`src/rtl/attn_pkg.sv`:
```
`default_nettype none
// ============================================================
// attn_pkg : shared geometry and collector state encoding
// Rev 1.0
// ============================================================
package attn_pkg;

  localparam int ROWS        = 4;
  localparam int GROUPS      = 32;
  localparam int DEPTH       = ROWS * GROUPS;
  localparam int ADDR_W      = 7;
  localparam int DATA_W      = 128;
  localparam int TRACK_CNT_W = 8;

  typedef enum logic [1:0] {
    C_IDLE    = 2'd0,
    C_COLLECT = 2'd1,
    C_DRAIN   = 2'd2,
    C_DONE    = 2'd3
  } coll_state_e;

endpackage
`default_nettype wire

```
`src/rtl/attn_skid_fifo.sv`:
```
`default_nettype none
// ============================================================
// attn_skid_fifo : small synchronous FIFO buffering SRAM
//   return data in front of the drain consumer
// Rev 1.0
// ============================================================
module attn_skid_fifo #(
  parameter int DEPTH = 4,
  parameter int WIDTH = 128,
  localparam int CNT_W = $clog2(DEPTH + 1),
  localparam int PTR_W = (DEPTH > 1) ? $clog2(DEPTH) : 1
) (
  input  logic             clk,
  input  logic             rst_n,
  input  logic             push,
  input  logic [WIDTH-1:0] din,
  input  logic             pop,
  output logic [WIDTH-1:0] dout,
  output logic             full,
  output logic             empty,
  output logic [CNT_W-1:0] count
);

  logic [WIDTH-1:0] mem_q [DEPTH];
  logic [PTR_W-1:0] wr_ptr_q, wr_ptr_d;
  logic [PTR_W-1:0] rd_ptr_q, rd_ptr_d;
  logic [CNT_W-1:0] count_q, count_d;
  logic             do_push, do_pop;

  assign empty   = (count_q == '0);
  assign full    = (count_q == CNT_W'(DEPTH));
  assign count   = count_q;
  assign dout    = mem_q[rd_ptr_q];
  assign do_push = push && !full;
  assign do_pop  = pop && !empty;

  always_comb begin
    wr_ptr_d = wr_ptr_q;
    rd_ptr_d = rd_ptr_q;
    count_d  = count_q;
    if (do_push) begin
      wr_ptr_d = (wr_ptr_q == PTR_W'(DEPTH - 1)) ? '0 : wr_ptr_q + PTR_W'(1);
    end
    if (do_pop) begin
      rd_ptr_d = (rd_ptr_q == PTR_W'(DEPTH - 1)) ? '0 : rd_ptr_q + PTR_W'(1);
    end
    if (do_push && !do_pop) begin
      count_d = count_q + CNT_W'(1);
    end else if (!do_push && do_pop) begin
      count_d = count_q - CNT_W'(1);
    end
  end

  always_ff @(posedge clk or negedge rst_n) begin
    if (!rst_n) begin
      wr_ptr_q <= '0;
      rd_ptr_q <= '0;
      count_q  <= '0;
    end else begin
      wr_ptr_q <= wr_ptr_d;
      rd_ptr_q <= rd_ptr_d;
      count_q  <= count_d;
    end
  end

  // Storage is not reset; the consumer gates dout with empty.
  always_ff @(posedge clk) begin
    if (do_push) begin
      mem_q[wr_ptr_q] <= din;
    end
  end

endmodule
`default_nettype wire

```
`src/rtl/attn_out_collector.sv`:
```
`default_nettype none
// ============================================================
// attn_out_collector : writes attention-output beats into the
//   O SRAM, then drains all entries in address order.
//   Build option ATTN_OUT_DUP_CHECK_EN: bitmap tracking with
//   duplicate detection (default: beat counter).
// Rev 1.0
// ============================================================
module attn_out_collector
  import attn_pkg::*;
#(
  parameter int READ_LAT = 2
) (
  input  logic              clk,
  input  logic              rst_n,
  input  logic              arm,
  input  logic              in_valid,
  input  logic [1:0]        in_row,
  input  logic [4:0]        in_group,
  input  logic [DATA_W-1:0] in_data,
  input  logic              in_done,
  output logic [ADDR_W-1:0] O_mem_addr,
  output logic              O_mem_wen,
  output logic              O_mem_ren,
  output logic [DATA_W-1:0] O_mem_din,
  input  logic [DATA_W-1:0] O_mem_out,
  output logic              rd_valid,
  output logic [DATA_W-1:0] rd_data,
  output logic              rd_last,
  input  logic              rd_ready,
  output logic              busy,
  output logic              done,
  output logic              err
);

  localparam int                FIFO_DEPTH = READ_LAT + 2;
  localparam int                CNT_W      = $clog2(FIFO_DEPTH + 1);
  localparam logic [ADDR_W:0]   RD_END     = (ADDR_W + 1)'(DEPTH);
  localparam logic [ADDR_W-1:0] LAST_ADDR  = ADDR_W'(DEPTH - 1);

  coll_state_e         state_q, state_d;
  logic                err_q, err_d;
  logic                busy_q, busy_d;
  logic                done_q, done_d;
  logic                wen_q, wen_d;
  logic                ren_q, ren_d;
  logic [ADDR_W-1:0]   addr_q, addr_d;
  logic [DATA_W-1:0]   din_q, din_d;
  logic [ADDR_W:0]     raddr_q, raddr_d;
  logic [ADDR_W-1:0]   pop_cnt_q, pop_cnt_d;
  logic [READ_LAT-1:0] rpipe_q, rpipe_d;

`ifdef ATTN_OUT_DUP_CHECK_EN
  logic [DEPTH-1:0]    wmap_q, wmap_d;
  logic [DEPTH-1:0]    wmap_beat;
`else
  logic [TRACK_CNT_W-1:0] wcnt_q, wcnt_d;
  logic [TRACK_CNT_W-1:0] wcnt_beat;
`endif

  logic [ADDR_W-1:0]   beat_addr;
  logic                beat_dup, complete;
  logic                track_clr, track_upd;
  logic                fifo_push, fifo_pop, fifo_full, fifo_empty;
  logic [CNT_W-1:0]    fifo_count;
  logic [DATA_W-1:0]   fifo_dout;
  logic [7:0]          inflight, free_slots;

  assign beat_addr = {in_row, in_group};
  assign track_clr = (state_q == C_IDLE) && arm;
  assign track_upd = (state_q == C_COLLECT) && in_valid;

  // Completeness includes a beat arriving alongside in_done.
`ifdef ATTN_OUT_DUP_CHECK_EN
  always_comb begin
    wmap_beat = wmap_q;
    if (in_valid) begin
      wmap_beat[beat_addr] = 1'b1;
    end
    beat_dup = in_valid && wmap_q[beat_addr];
    complete = &wmap_beat;
    wmap_d   = track_clr ? '0 : (track_upd ? wmap_beat : wmap_q);
  end
`else
  always_comb begin
    wcnt_beat = wcnt_q + TRACK_CNT_W'(in_valid);
    beat_dup  = 1'b0;
    complete  = (wcnt_beat == TRACK_CNT_W'(DEPTH));
    wcnt_d    = track_clr ? '0 : (track_upd ? wcnt_beat : wcnt_q);
  end
`endif

  // A read may issue only if every outstanding return still has a slot.
  always_comb begin
    inflight = 8'(ren_q);
    for (int i = 0; i < READ_LAT; i++) begin
      inflight = inflight + 8'(rpipe_q[i]);
    end
    free_slots = 8'(FIFO_DEPTH) - 8'(fifo_count);
    rpipe_d    = rpipe_q;
    rpipe_d[0] = ren_q;
    for (int i = 1; i < READ_LAT; i++) begin
      rpipe_d[i] = rpipe_q[i-1];
    end
  end

  assign fifo_push = rpipe_q[READ_LAT-1];
  assign rd_valid  = !fifo_empty;
  assign fifo_pop  = rd_valid && rd_ready;
  assign rd_data   = rd_valid ? fifo_dout : '0;
  assign rd_last   = rd_valid && (pop_cnt_q == LAST_ADDR);

  always_comb begin
    state_d   = state_q;
    err_d     = err_q;
    wen_d     = 1'b0;
    ren_d     = 1'b0;
    addr_d    = addr_q;
    din_d     = din_q;
    raddr_d   = raddr_q;
    pop_cnt_d = fifo_pop ? pop_cnt_q + ADDR_W'(1) : pop_cnt_q;
    case (state_q)
      C_IDLE: begin
        if (arm) begin
          state_d   = C_COLLECT;
          err_d     = 1'b0;
          raddr_d   = '0;
          pop_cnt_d = '0;
        end
      end
      C_COLLECT: begin
        if (in_valid) begin
          wen_d  = 1'b1;
          addr_d = beat_addr;
          din_d  = in_data;
          if (beat_dup) begin
            err_d = 1'b1;
          end
        end
        if (in_done) begin
          state_d = C_DRAIN;
          if (!complete) begin
            err_d = 1'b1;
          end
        end
      end
      C_DRAIN: begin
        if (in_valid) begin
          err_d = 1'b1;
        end
        if ((raddr_q != RD_END) && (free_slots > inflight) && !fifo_full) begin
          ren_d   = 1'b1;
          addr_d  = raddr_q[ADDR_W-1:0];
          raddr_d = raddr_q + (ADDR_W + 1)'(1);
        end
        if (fifo_pop && rd_last) begin
          state_d = C_DONE;
        end
      end
      C_DONE: begin
        if (in_valid) begin
          err_d = 1'b1;
        end
        state_d = C_IDLE;
      end
      default: state_d = C_IDLE;
    endcase
    busy_d = (state_d == C_COLLECT) || (state_d == C_DRAIN);
    done_d = (state_d == C_DONE);
  end

  always_ff @(posedge clk or negedge rst_n) begin
    if (!rst_n) begin
      state_q   <= C_IDLE;
      err_q     <= 1'b0;
      busy_q    <= 1'b0;
      done_q    <= 1'b0;
      wen_q     <= 1'b0;
      ren_q     <= 1'b0;
      addr_q    <= '0;
      din_q     <= '0;
      raddr_q   <= '0;
      pop_cnt_q <= '0;
      rpipe_q   <= '0;
`ifdef ATTN_OUT_DUP_CHECK_EN
      wmap_q    <= '0;
`else
      wcnt_q    <= '0;
`endif
    end else begin
      state_q   <= state_d;
      err_q     <= err_d;
      busy_q    <= busy_d;
      done_q    <= done_d;
      wen_q     <= wen_d;
      ren_q     <= ren_d;
      addr_q    <= addr_d;
      din_q     <= din_d;
      raddr_q   <= raddr_d;
      pop_cnt_q <= pop_cnt_d;
      rpipe_q   <= rpipe_d;
`ifdef ATTN_OUT_DUP_CHECK_EN
      wmap_q    <= wmap_d;
`else
      wcnt_q    <= wcnt_d;
`endif
    end
  end

  attn_skid_fifo #(
    .DEPTH (FIFO_DEPTH),
    .WIDTH (DATA_W)
  ) u_fifo (
    .clk   (clk),
    .rst_n (rst_n),
    .push  (fifo_push),
    .din   (O_mem_out),
    .pop   (fifo_pop),
    .dout  (fifo_dout),
    .full  (fifo_full),
    .empty (fifo_empty),
    .count (fifo_count)
  );

  assign O_mem_addr = addr_q;
  assign O_mem_wen  = wen_q;
  assign O_mem_ren  = ren_q;
  assign O_mem_din  = din_q;
  assign busy       = busy_q;
  assign done       = done_q;
  assign err        = err_q;

endmodule
`default_nettype wire

```
`config.mk`:
```
export PLATFORM = sky130hd
export DESIGN_NAME = attn_out_collector
export DESIGN_NICKNAME = d
export VERILOG_FILES = /design/src/rtl/attn_pkg.sv /design/src/rtl/attn_skid_fifo.sv /design/src/rtl/attn_out_collector.sv
export SDC_FILE = /design/constraint.sdc
export NUM_CORES = 1
export LEC_CHECK = 0
export BUFFER_PORTS_ARGS = -buffer_cell sky130_fd_sc_hd__buf_2
export CAP_MARGIN = 20
export CORE_UTILIZATION = 30
export CTS_CLUSTER_SIZE = 28
export DETAILED_ROUTE_END_ITERATION = 16
export GPL_TIMING_DRIVEN = 0
export PLACE_DENSITY_LB_ADDON = 0.25
export REMOVE_ABC_BUFFERS = 1
export SETUP_SLACK_MARGIN = 0.05
export SLEW_MARGIN = 20
export SYNTH_ARGS = -nofsm -noshare
export SYNTH_HDL_FRONTEND = slang
export SYNTH_SLANG_ARGS = --single-unit
```
`constraint.sdc`:
```
create_clock -name clk -period 6.5 [get_ports clk]
set_input_delay 0.65 -clock clk [delete_from_list [all_inputs] [get_ports clk]]
set_output_delay 0.65 -clock clk [all_outputs]
set_load 0.05 [all_outputs]
```
* Word-level counts from Yosys, hierarchy flattened
Memories as Yosys holds them, arrays and structs flattened. Index checks and enable logic that the tools add are counted.
Storage, ports and cells: logic and storage cells 103, flip-flop bits (word level) 174, memory bits (writable) 512, output and inout port bits 270, memories 1
Memories:
- u_fifo.mem_q | depth 4, width 128, read ports 1, clocked after memory_dff 0, write ports 1, RTL line attn_skid_fifo.sv:24 | logic [WIDTH-1:0] mem_q [DEPTH];
Cells by class: magnitude comparators 1, add/sub/neg operators 10, reduce and logical (&&, ||, !) cells 27, equality and inequality tests 18, mux-type cells 31
Operator list (number):
- 2-to-1 mux 128 bit | 1
- 2-to-1 mux 7 bit | 5
- 2-to-1 mux 8 bit | 4
- one-hot mux 8 bit (2 select lines) | 1
- one-hot mux 7 bit (2 select lines) | 1
- equality test 2 bit (second input constant) | 6
- logical AND 1 bit | 11
- 2-to-1 mux 1 bit | 10
- 2-to-1 mux 2 bit | 5
- inequality test 2 bit (second input constant) | 5
- adder 8 x 1 -> 8 bit | 1
- adder 8 x 1 -> 8 bit (second input constant) | 1
- equality test 8 bit (second input constant) | 1
- greater-than comparator 8 x 3 -> 1 bit | 1
- inequality test 8 bit (second input constant) | 1
- one-hot mux 2 bit (4 select lines) | 1
- nonzero test 2 bit | 4
- adder 7 x 1 -> 7 bit (second input constant) | 1
- equality test 7 bit (second input constant) | 1
- 2-to-1 mux 3 bit | 2
- AND reduction 3 bit | 2
- adder 2 x 1 -> 2 bit (second input constant) | 2
- equality test 2 x 1 -> 1 bit (second input constant) | 2
- zero test 1 bit | 4
- 14 further kinds | 14

* Longest topological paths before layout
word-level depth 8, gate-level depth with buffers 12

* Modules after synthesis
Synthesis repeated with hierarchy kept, for this count alone.
Second synthesis, totals: cells, all modules 1590, area total of the unflattened synthesis 26520.4 µm²
By module, submodules not included:
- attn_skid_fifo | area an instance 18909.4 µm², cells each 706, seq. area each 15549.9 µm², times used 1
- attn_out_collector | area an instance 7611.0 µm², cells each 884, seq. area each 4179.0 µm², times used 1

* Worst setup path before layout
No wires, ideal clock.
path type register -> register, start register u_fifo.count_q[0] (netlist: u_fifo.count[0]), end memory u_fifo.mem_q[0][0], enable pin, clock period less this slack 4687 ps, slack 1813 ps, data arrival time 4184 ps, stages on the path, launching flop included 7, cell sequence dfrtp_1 > inv_1 > ha_1 > ha_1 > nor2b_1 > clkbuf_1 > and2_1
Between the ends: longest elaborated chain between the ends 5
RTL lines:
- from (decl) | RTL line attn_skid_fifo.sv:27 | logic [CNT_W-1:0] count_q, count_d;
- from (signal assigned) | RTL line attn_skid_fifo.sv:62 | count_q <= count_d;
- equality test 3 bit | RTL line attn_skid_fifo.sv:31 | assign full = (count_q == CNT_W'(DEPTH));
- zero test 1 bit | RTL line attn_skid_fifo.sv:34 | assign do_push = push && !full;
- logical AND 1 bit | RTL line attn_skid_fifo.sv:34
- net u_fifo.do_push | RTL line attn_skid_fifo.sv:28 | logic do_push, do_pop;
- 2-to-1 mux 1 bit | RTL line attn_skid_fifo.sv:68 | if (do_push) begin
- 2-to-1 mux 1 bit (implied by the code) | RTL line attn_skid_fifo.sv:69 | mem_q[wr_ptr_q] <= din;
- to (decl) | RTL line attn_skid_fifo.sv:24
The timed path passes the listed nets, and every way through them passes these cells.

* Worst setup path after layout
start register u_fifo.rd_ptr_q[0], end output rd_data[92]
Between the ends: longest elaborated chain between the ends 2
RTL lines:
- from (decl) | RTL line attn_skid_fifo.sv:26 | logic [PTR_W-1:0] rd_ptr_q, rd_ptr_d;
- from (signal assigned) | RTL line attn_skid_fifo.sv:61 | rd_ptr_q <= rd_ptr_d;
- memory (4 x 128 bit)
- 2-to-1 mux 128 bit | RTL line attn_out_collector.sv:110 | assign rd_data = rd_valid ? fifo_dout : '0;
- to (decl) | RTL line attn_out_collector.sv:28 | output logic [DATA_W-1:0] rd_data,
No other way between the ends.

==> impl_results.md <==
* Worst Path Required at 5.85 ns
* Post-Syn Area at 26,500 µm²
* Final setup fails at 0
* Pwr/cell area at 537.9 nW/µm²
* CP startpoint: u_fifo.rd_ptr_q[0]$_DFFE_PN0P_
* FF/Latch Area at 19,740 µm²
* Normalized max-slew margin at 53.81%
* Fin Setup TNS at 0 ns
* Number of synthesized flops with an enable pin at 512
* First-pass GRT wire length at 100,900 µm
* Fin. max-slew vios at 0
* Fillers at about 8.3k
* Combinational Power Share at between 40% and 50%
* Startpoint Class: flop
* Global-route usage over all layers at 14.96%
* H-tree depth at 3
* Critical Path Fanout Max at 32
* Initial DRT Pass Iterations at 5
* CTS tree: yes
* DR vias at 15.40k
* Top cell type's share of synthesized area at a little under 60%
* Multi-input combinational cell area at 6390 µm²
* Total gr overflow at 0
* Count of cell types in the netlist at between 40 and 50
* Post-synthesis register bit count at 686
* Num ports at ~540
* Die span in x at 299.2 µm
* Mean Syn Cell Area at 16.52 µm²
* Layout cell share with drive strength beyond 1 at between 30% and 40%
* Max clock buf depth at 3
* Crit end category: output pin
* Clock Latency Late Sink at just over 0.6 ns
* Post-synth top flop: edfxtp_1
* R2r worst-path depth at 7
* Total power at ~18 mW
* DP HPWL at around 45,000 µm
* Average wire per standard cell at around 20 µm
* CP Capture Point: rd_data[92]
* Reg power frac at 32.6%
* Arr. time, crit path at 2.91 ns
* Fin nets at about 2.5k
* PostCTS Resize Cnt at 0
* Largest net degree at the start of global routing at 91
* Row count at ~110
* Vias per cell at 4.552
* Vias in the first global route at between 15k and 20k
* Iter 0 DRT Violations at 643
* Initial antenna violation count at 17
* Hold_buf cts at 0
* Chip height at between 200 and 300 µm
* Setup repair bufs after CTS at 0
* R2r setup slk at about 3.4 ns
* Antenna Nets Post-Route at 0
* Switching Fraction at 42.88%
* Max cap viols at 0
* Initial core utilization at 30.40%
* Largest area contributor in the netlist: edfxtp_1
* Post-Syn Instances at about 1.6k
* Final min period at 3.557 ns
* Reg-to-reg endpoint: u_fifo.mem_q[1][115]$_DFFE_PP_
* Status: completed
* Synth top area cells: edfxtp_1 58%, dfrtp_1 16%, mux4_2 11%
* Final Skew at slightly above 0.02 ns
* Core region area at 87,160 µm²
* Crit share post-route at 54.72%
* Leakage power at 13.34 nW
* RSZ-0062 raised after global routing: no
* # DRC at 0
* Clock share of power at between 20 and 25%
* Clk root buf: clkbuf_16
* Port Buffers at 538
* Die area at 89,520 µm²
* Net Switching at 7.733 mW
* Hold Vio Cnt, Final at 0
* Int Pwr at 10.30 mW
* Worst-path clk slew at approximately 0.060 ns
* VDD IR-drop max at 0.3149 mV
* Total CTS buffers at between 70 and 80
* Crit Path Category: reg2out
* RR Startpoint: u_fifo.count[0]$_DFFE_PN0P_
* Worst Hold Class: in2async
* Pin slew with the least headroom to its limit at 0.6929 ns
* Yosys Warn Count at 0
* Clock sink count at 686
* Fmax at 281.2 MHz
* Placer Congestion at 0.8425
* Sequential fraction of the synthesis area at roughly 74%
* Area growth, synth to finish at 26.51%
* Routed wire length at 67,540 µm
* Async SR Flop Fraction at 25.36%
[cell type report]
type	count	area share, %
Sequential cell	686	58.88
Antenna cell	4	0.02986
Tap cell	1155	4.311
Multi-Input combinational cell	822	19.06
Clock inverter	39	1.388
Timing Repair Buffer	562	9.809
Inverter	14	0.1866
Clock buffer	101	6.338
[through the flow]
step                      std cells  instance area, µm²  hold slack (ns)  util (%)  setup WS [ns]
after floorplan                1522               26150           0.3544         -        -0.1339
after global placement         3215               30290           0.3956     34.75         -3.131
after detailed placement       3239               30920           0.3982     35.48          3.339
after CTS                      3379               33510          0.02757     38.45          2.833
after global routing           3381               33520          0.05433     38.46          2.755
final                          3383               33520          0.04400     38.46          2.943
[synthesized netlist by cell type (2+ instances only)]
library cell	n
edfxtp_1	512
nand2_1	414
dfrtp_1	174
and2_1	135
mux4_2	128
clkbuf_1	44
buf_2	29
ha_1	17
nor2_1	17
o21ai_0	17
inv_1	13
nor3_1	12
a21oi_1	10
buf_1	9
mux2i_1	8
nand4_1	8
xnor2_1	8
xor2_1	7
nor2b_1	5
a31oi_1	3
o22ai_1	3
o31ai_1	3
a211oi_2	2
a21o_1	2
a22o_1	2
and3_1	2
fa_1	2
mux2_1	2
or3_1	2
[critical path, cell delays in order, from the launching register on]
cell,delay (ns)
dfrtp_4,0.66
buf_16,0.30
buf_16,0.29
mux4_2,0.56
and2_1,0.19
buf_2,0.21
[power by group through the flow]
stage	Clock (mW)	Sequential, mW	Combinational, mW
final	4.41	5.87	7.75
after global placement	0	6.37	7.67
after floorplan	0	7.51	4.32
after detailed placement	0	5.94	7.90
after global routing	4.73	5.96	8.24
after CTS	4.57	5.89	7.90
[cell usage in the layout, fill, tap and decap left out, types with 8 or more instances in the layout]
| cell | n |
|---|---|
| xnor2_1 | 8 |
| clkbuf_1 | 16 |
| mux2i_1 | 8 |
| edfxtp_1 | 512 |
| bufinv_16 | 8 |
| nor3_1 | 12 |
| clkinv_2 | 11 |
| mux4_2 | 128 |
| o21ai_0 | 17 |
| nor2_1 | 17 |
| buf_12 | 10 |
| a21oi_1 | 10 |
| ha_1 | 17 |
| clkbuf_16 | 80 |
| buf_16 | 14 |
| nand2_1 | 413 |
| buf_2 | 537 |
| inv_1 | 12 |
| nand4_1 | 8 |
| and2_1 | 131 |
| dfrtp_1 | 172 |
| clkinv_1 | 8 |
[per-layer routing]
metal  share of wire (%)  up-vias  routed length, µm  global-route usage, %
li1                    -     6973                  -                      -
met1                  40     7783              26750                  17.84
met2                  49      502              33420                  25.37
met3                 8.3      124               5574                  5.306
met4                 2.5       16               1684                  4.349
met5                0.16        -                110                      0
[sequential cells by signal, summed over array words and instances, names as in the netlist]
name             count
wcnt_q               8
O_mem_wen            1
done                 1
err                  1
O_mem_din          128
state_q              2
raddr_q              8
u_fifo.mem_q       512
u_fifo.wr_ptr_q      2
pop_cnt_q            7
busy                 1
u_fifo.rd_ptr_q      2
rpipe_q              2
u_fifo.count         3
O_mem_ren            1
O_mem_addr           7
[cells by family (layout without fill, tap and decap cells)]
group | Yosys count | in the layout | share of synthesized area (%)
AOI/OAI and AO/OA | 47 | 47 | 1.138
xor gates and xnor gates | 15 | 15 | 0.4958
adders and majority gates | 19 | 19 | 0.9538
buffers and inverters | 96 | 716 | 1.497
DFF | 686 | 686 | 74.45
muxes | 139 | 139 | 11.31
other | 0 | 4 | 0
and+or+nand+nor | 602 | 602 | 10.15
[worst min-delay path by stage]
stage | start | end | cells after the start
after floorplan | rst_n | O_mem_addr[0]$_DFFE_PN0P_ | 0
after global placement | rpipe_q[0]$_DFF_PN0_ | rpipe_q[1]$_DFF_PN0_ | 0
after detailed placement | rpipe_q[0]$_DFF_PN0_ | rpipe_q[1]$_DFF_PN0_ | 0
after CTS | rst_n | O_mem_din[6]$_DFFE_PN0P_ | 1
after global routing | rst_n | O_mem_din[66]$_DFFE_PN0P_ | 1
final | rst_n | O_mem_din[93]$_DFFE_PN0P_ | 1
(Power assumes the default switching activity.)
